**config.mk**
```make
export PLATFORM = sky130hd
export DESIGN_NAME = c7bbiu_axi_wr_slv
export DESIGN_NICKNAME = d
export VERILOG_FILES = /design/src/rtl/c7bbiu_axi_wr_slv.sv
export SDC_FILE = /design/constraint.sdc
export NUM_CORES = 1
export LEC_CHECK = 0
export CAP_MARGIN = 20
export CORE_MARGIN = 8
export CORE_UTILIZATION = 68
export DETAILED_ROUTE_END_ITERATION = 16
export DONT_BUFFER_PORTS = 1
export PLACE_DENSITY = 0.82
export SYNTH_ARGS = -nofsm -noshare
export SYNTH_HDL_FRONTEND = slang
export SYNTH_SLANG_ARGS = --single-unit
```
**constraint.sdc**
```tcl
create_clock -name clk -period 14 [get_ports clk]
set_clock_uncertainty 0.15 [all_clocks]
set_input_delay 2.8 -clock clk [delete_from_list [all_inputs] [get_ports clk]]
set_output_delay 2.8 -clock clk [all_outputs]
set_load 0.02 [all_outputs]
```
**src/rtl/c7bbiu_axi_wr_slv.sv**
```systemverilog
// c7bbiu_axi_wr_slv: AXI AW/W/B slave that writes each beat into a byte-strobed 64-bit SRAM port.
// One burst in flight; every output is registered.
module c7bbiu_axi_wr_slv #(
    parameter int          MEM_AW    = 12,
    parameter logic [31:0] BASE_ADDR = 32'h0000_0000
) (
    input  logic              clk,
    input  logic              reset,
    input  logic              axi_aw_valid,
    output logic              axi_aw_ready,
    input  logic [3:0]        axi_aw_id,
    input  logic [31:0]       axi_aw_addr,
    input  logic [7:0]        axi_aw_len,
    input  logic [2:0]        axi_aw_size,
    input  logic [1:0]        axi_aw_burst,
    input  logic              axi_w_valid,
    output logic              axi_w_ready,
    input  logic [63:0]       axi_w_data,
    input  logic [7:0]        axi_w_strb,
    input  logic              axi_w_last,
    output logic              axi_b_valid,
    input  logic              axi_b_ready,
    output logic [3:0]        axi_b_id,
    output logic [1:0]        axi_b_resp,
    output logic              mem_wr_en,
    output logic [MEM_AW-1:0] mem_wr_addr,
    output logic [63:0]       mem_wr_data,
    output logic [7:0]        mem_wr_strb
);
    typedef enum logic [1:0] {IDLE, DATA, RESP} state_t;

    state_t            state, state_n;
    logic              aw_ready_n, w_ready_n, b_valid_n, mem_wr_en_n, err, err_n;
    logic [3:0]        b_id_n, id, id_n;
    logic [1:0]        b_resp_n, burst, burst_n;
    logic [MEM_AW-1:0] mem_wr_addr_n;
    logic [63:0]       mem_wr_data_n;
    logic [7:0]        mem_wr_strb_n, len, len_n, beat_cnt, beat_cnt_n;
    logic [31:0]       cur_addr, cur_addr_n;
    logic [2:0]        size, size_n;
    logic              oor, beat_err;

    assign oor      = cur_addr[31:MEM_AW+3] != BASE_ADDR[31:MEM_AW+3];
    assign beat_err = err | oor | (axi_w_last != (beat_cnt == len));

    always_comb begin
        state_n       = state;
        aw_ready_n    = axi_aw_ready;
        w_ready_n     = axi_w_ready;
        b_valid_n     = axi_b_valid;
        b_id_n        = axi_b_id;
        b_resp_n      = axi_b_resp;
        mem_wr_en_n   = 1'b0;
        mem_wr_addr_n = mem_wr_addr;
        mem_wr_data_n = mem_wr_data;
        mem_wr_strb_n = mem_wr_strb;
        id_n          = id;
        cur_addr_n    = cur_addr;
        len_n         = len;
        size_n        = size;
        burst_n       = burst;
        beat_cnt_n    = beat_cnt;
        err_n         = err;
        unique case (state)
            IDLE: begin
                aw_ready_n = 1'b1;
                if (axi_aw_valid && axi_aw_ready) begin
                    id_n       = axi_aw_id;
                    cur_addr_n = axi_aw_addr;
                    len_n      = axi_aw_len;
                    size_n     = axi_aw_size;
                    burst_n    = axi_aw_burst;
                    beat_cnt_n = 8'd0;
                    err_n      = axi_aw_burst[1] | (axi_aw_size > 3'd3);
                    aw_ready_n = 1'b0;
                    w_ready_n  = 1'b1;
                    state_n    = DATA;
                end
            end
            DATA: begin
                if (axi_w_valid && axi_w_ready) begin
                    // Write uses the error state from before this beat; the beat itself may set err.
                    mem_wr_en_n   = !err && !oor;
                    mem_wr_addr_n = cur_addr[MEM_AW+2:3];
                    mem_wr_data_n = axi_w_data;
                    mem_wr_strb_n = axi_w_strb;
                    cur_addr_n    = (burst == 2'b01) ? cur_addr + (32'd1 << size) : cur_addr;
                    beat_cnt_n    = beat_cnt + 8'd1;
                    err_n         = beat_err;
                    if (axi_w_last) begin
                        w_ready_n = 1'b0;
                        b_valid_n = 1'b1;
                        b_id_n    = id;
                        b_resp_n  = beat_err ? 2'b10 : 2'b00;
                        state_n   = RESP;
                    end
                end
            end
            RESP: begin
                if (axi_b_ready) begin
                    b_valid_n  = 1'b0;
                    aw_ready_n = 1'b1;
                    state_n    = IDLE;
                end
            end
            default: state_n = IDLE;
        endcase
    end

    always_ff @(posedge clk or posedge reset) begin
        if (reset) begin
            state        <= IDLE;
            axi_aw_ready <= 1'b0;
            axi_w_ready  <= 1'b0;
            axi_b_valid  <= 1'b0;
            axi_b_id     <= '0;
            axi_b_resp   <= '0;
            mem_wr_en    <= 1'b0;
            mem_wr_addr  <= '0;
            mem_wr_data  <= '0;
            mem_wr_strb  <= '0;
            id           <= '0;
            cur_addr     <= '0;
            len          <= '0;
            size         <= '0;
            burst        <= '0;
            beat_cnt     <= '0;
            err          <= 1'b0;
        end else begin
            state        <= state_n;
            axi_aw_ready <= aw_ready_n;
            axi_w_ready  <= w_ready_n;
            axi_b_valid  <= b_valid_n;
            axi_b_id     <= b_id_n;
            axi_b_resp   <= b_resp_n;
            mem_wr_en    <= mem_wr_en_n;
            mem_wr_addr  <= mem_wr_addr_n;
            mem_wr_data  <= mem_wr_data_n;
            mem_wr_strb  <= mem_wr_strb_n;
            id           <= id_n;
            cur_addr     <= cur_addr_n;
            len          <= len_n;
            size         <= size_n;
            burst        <= burst_n;
            beat_cnt     <= beat_cnt_n;
            err          <= err_n;
        end
    end
endmodule

```
## Yosys cells after proc, flatten, opt, wreduce, memory -nomap -nowiden

Index checks and enable logic that the tools add are counted.

| operators by class | value |
|---|---|
| equality and inequality tests | 10 |
| bitwise gates (word level) | 3 |
| $lt $le $gt $ge | 1 |
| reduce and logical (&&, ||, !) cells | 19 |
| $add $sub $neg | 2 |
| shifts and indexed selects | 1 |
| muxes and demuxes | 29 |

Operators with widths:

| kind | number |
|---|---|
| $mux 32 | 3 |
| $pmux 32 s2 | 1 |
| $add 32x32->32 | 1 |
| $shl 1x3->32 const A | 1 |
| $reduce_bool 17->1 | 1 |
| $mux 8 | 2 |
| $pmux 8 s2 | 1 |
| $reduce_and 4->1 | 4 |
| $mux 1 | 12 |
| $mux 2 | 5 |
| $ne 2x2->1 const B | 5 |
| $add 8x1->8 const B | 1 |
| $eq 8x8->1 | 1 |
| $pmux 1 s2 | 4 |
| $pmux 2 s3 | 1 |
| $reduce_and 2->1 | 3 |
| $reduce_and 3->1 | 2 |
| $reduce_bool 2->1 | 3 |
| $eq 2x1->1 const B | 2 |
| $gt 3x2->1 const B | 1 |
| $logic_and 1x1->1 | 3 |
| $or 1x1->1 | 3 |
| $eq 2x2->1 const B | 1 |
| $logic_not 1->1 | 2 |
| other kinds (2) | 2 |

| word-level totals | value |
|---|---|
| word-level logic and storage cells | 82 |
| bits in registers | 154 |
| output and inout bits | 94 |

## Logic depth before layout (Yosys ltp)

| logic depth | value |
|---|---|
| word-level depth | 5 |
| gate-level depth with buffers | 10 |
| depth with buffers taken out | 9 |

## Worst setup path before layout

No wires, ideal clock.

| timing | value |
|---|---|
| path type | input to register |
| from | in axi_w_valid |
| to | reg cur_addr[23] |
| required time | 13.724 ns |
| data arrival time | 3.921 ns |
| library setup time | 0.126 ns |
| stages on the path | 5 |
| buffers on the path | 1 |
| path slack | 9.803 ns |
| cell sequence | and4b_1 buf_6 nand2_1 or3_4 o311a_1 |

| between the ends | value |
|---|---|
| longest elaborated chain between the ends | 3 |

RTL lines:

| element | RTL line | RTL |
|---|---|---|
| start: declaration | 16 | `input logic axi_w_valid,` |
| $logic_and 1x1->1 | 81 | `if (axi_w_valid && axi_w_ready) begin` |
| $ne 2x2->1 (no line) | -- |  |
| $reduce_and 4->1 (no line) | -- |  |
| end signal: assignment | 141 | `cur_addr <= cur_addr_n;` |
| end: declaration | 39 | `logic [31:0] cur_addr, cur_addr_n;` |

No other way between the ends.
A chain may end at the register's enable or synchronous reset.

## Final worst setup path

| timing | value |
|---|---|
| from | in axi_w_valid |
| to | reg cur_addr[24] |

The elaborated chain is that of the path after synthesis.

==> impl_metrics.py <==
metrics = {
    "synthesis": {
        "synth.area.top_cells": "dfrtp_1 54%, nand2_1 18%, a21oi_1 2.1%",
        "synth_edf_count": 0,
        "synth_warnings": 0,
        "synth_area_um2": 7130,
        "synthesis.instances": 795,
        "ys_dominant_reg_cell": "dfrtp_1",
        "synth_top_area_share": 0.537,
        "ys_seq_area_frac": 0.537,
        "async_reset_ff_frac": 1.00,
        "syn-num-nets": 932,
        "synth_cell_types": 73,
        "yosysTopAreaCell": "dfrtp_1",
        "synth_mux_area_frac": 0.00913,
        "yosys.area_share.simple": 0.273,
        "yosysMostFrequentCell": "nand2_1",
        "synth_compound_area_frac": 0.108,
        "ys_ff_latch": 153,
        "synth_top_family_by_area": "simple AND/OR/NAND/NOR gates",
        "synth_fa_ha_area_frac": 0.0186,
        "postSynthAreaPerCell_um2": 8.96,
        "synthXorXnorAreaFrac": 0.0234,
        "synthTopCellsByCount": "333 x nand2_1, 153 x dfrtp_1, 34 x nor2_1, 30 x a21oi_1, 27 x clkbuf_1",
    },
    "grt": {
        "grt_antenna_before_repair": 0,
        "overflow": 0,
        "grt_use_total": 0.278,
        "grt_max_degree": 90,
        "grt_pass1_vias": 5816,
        "grt_pass1_wl_um": 31300,
    },
    "power": {
        "p_int_mw": 1.12,
        "combPwrFrac": 0.296,
        "pwr-share-seq": 0.481,
        "sw_frac_of_total": 0.448,
        "p_total_mw": 2.03,
        "clockPowerShare": 0.223,
        "leakage_nw": 3.80,
        "peakVddDrop_mv": 0.135,
        "pwr_density_cell_nw_per_um2": 261,
        "power_switching_mw": 0.909,
    },
    "job": {
        "drv_cap": 0,
    },
    "clocking": {
        "cts_sinks": 153,
        "htree_levels": 4,
        "post_cts.repair.setup_buffers": 0,
        "path_clk_slew_ns": 0.07,
        "clock_latency_ns": 0.53,
        "clk_path_buf_depth": 2,
        "cts_buffers": 17,
        "cts_resized": 0,
        "cts_tree": "done",
        "cts_root_buffer": "clkbuf_8",
        "ctsHoldBuffers": 0,
    },
    "sta": {
        "slew_headroom": 0.427,
        "grt_setup_unrepaired": "false",
        "period_minus_slack_ns": 4.55,
        "tns_ns": 0,
        "period_share": 0.325,
        "hold_violations": 0,
        "fmax_ghz": 0.220,
        "finalMaxSlewViolations": 0,
        "setup_viol": 0,
        "worstMarginPinSlew_ns": 0.859,
    },
    "critical_path": {
        "crit_slowest_cell": "buf_4",
        "path_class": "primary input to register",
        "slowest_delay_ns": 0.65,
        "crit_top_cell": "buf_4",
        "start_kind": "primary input",
        "path_cells": "nand4b_4 -> buf_4 -> nand2_1 -> o21ai_2 -> buf_4 -> nor4_4 -> a311oi_1 -> a211oi_1",
        "endpoint_kind": "register",
        "cp.arrival_ns": 4.78,
        "cp_top_family": "buffers and inverters",
        "path_buf_inv": 2,
        "required_ns": 14.23,
        "path_max_fanout": 89,
    },
    "floorplanning": {
        "dieHeight_um": 118,
        "core-area_um2": 10200,
        "rows": 37,
        "dieArea_um2": 14000,
        "initial_utilization": 0.696,
        "io_pins": 221,
        "die_x_um": 118,
    },
    "drt": {
        "ant_nets": 0,
        "via_count": 5836,
        "drtPass1Iterations": 7,
        "drc": 0,
        "drt-wirelength-per-cell_um": 21.0,
        "viasPerCell": 6.29,
        "wl_um": 19400,
        "drtIter0Drc": 671,
    },
    "finish": {
        "drive_gt1_frac": 0.0821,
        "syn_to_final_growth_pct": 9.32,
        "post-route-util": 0.761,
        "nFillCells": 728,
        "nNetsFinal": 916,
        "antennaDiodeCount": 0,
    },
    "place": {
        "place_congestion": 0.941,
        "dp_hpwl_um": 13800,
        "io_buffers": 0,
    },
    "hold_path": {
        "min_path_type": "register to register",
    },
    "outcome": {
        "status": "finished clean",
    },
}
==> power groups by stage <==
| stage | Clock (mW) | Sequential, mW | Combinational [mW] |
|---|---|---|---|
| floorplan | 0 | 0.898 | 0.497 |
| global placement | 0 | 0.971 | 0.551 |
| global route | 0.479 | 1.00 | 0.679 |
| detailed placement | 0 | 0.981 | 0.591 |
| finish | 0.453 | 0.976 | 0.602 |
| CTS | 0.459 | 0.976 | 0.602 |
==> per-layer routing <==
layer | vias up | wire length, µm | track usage
met4 | 0 | 337 | 0.0865
met3 | 34 | 2080 | 0.0985
met5 | - | 0 | 0
met2 | 323 | 9850 | 0.470
met1 | 2851 | 7170 | 0.327
li1 | 2628 | - | -
==> area by class of cell <==
type	instances	area, µm²	share of cell area
flip-flops and latches	153	3830	0.491
multi-input cells	592	3110	0.399
clock buffers	18	428	0.0549
well taps	136	170	0.0218
clock inverters	14	160	0.0206
repair buffers	8	60.1	0.00771
inverters	7	31.3	0.00402
==> worst reg2reg max path, cell delays in order, from the launching register on <==
cell and delay, ns:
dfrtp_1 0.51, nor3_1 0.10, ha_1 0.22, fa_1 0.43, a211oi_1 0.34, o21ai_2 0.13
a221oi_4 0.59, nor4_4 0.14, a311oi_1 0.34, a211oi_1 0.08
==> state kept, by name (all words and copies together), names as in the netlist, 2 cells and up <==
name         flops
burst            2
beat_cnt         8
mem_wr_data     64
state            2
id               4
axi_b_id         4
len              8
mem_wr_addr     12
cur_addr        32
size             3
mem_wr_strb      8
==> metrics by stage <==
stage               cells  area (µm²)  hold slack (ns)  worst slack, ns
global placement      896        7200            0.306             9.09
detailed placement    896        7200            0.329             8.93
finish                928        7790            0.337             9.45
global route          928        7790            0.359             9.31
floorplan             795        7130            0.292             6.93
CTS                   928        7790            0.345             9.47
==> cells by family after synthesis <==
logic type,Yosys count
and+or+nand+nor,447
buffers and inverters,50
xor gates and xnor gates,19
DFF,153
muxes,6
AOI/OAI and AO/OA,109
other,1
adders and majority gates,10
==> cell usage in the layout, fill, tap and decap left out, drive strengths merged, types with 8 or more instances in the layout <==
master / instances
xor2: 8
a211oi: 11
ha: 9
nor4: 9
clkbuf: 18
nand2: 333
inv: 14
or3: 8
nor2: 34
a21oi: 32
buf: 8
dfrtp: 153
nor3: 16
o21ai: 22
xnor2: 11
==> path summary, 6_finish.rpt <==
check | endpoint | from | slack [ns] | depth (start not counted)
min reg2reg | id[0] | id[0] | 0.34 | 2
max in group asynchronous | beat_cnt[3] | reset | 10.21 | 2
min in group asynchronous | mem_wr_data[43] | reset | 2.11 | 1
max | cur_addr[24] | axi_w_valid | 9.45 | 8
max reg2reg | cur_addr[24] | size[0] | 10.82 | 9
min | id[0] | id[0] | 0.34 | 2
Note: power is estimated with default switching activity, not from simulation.
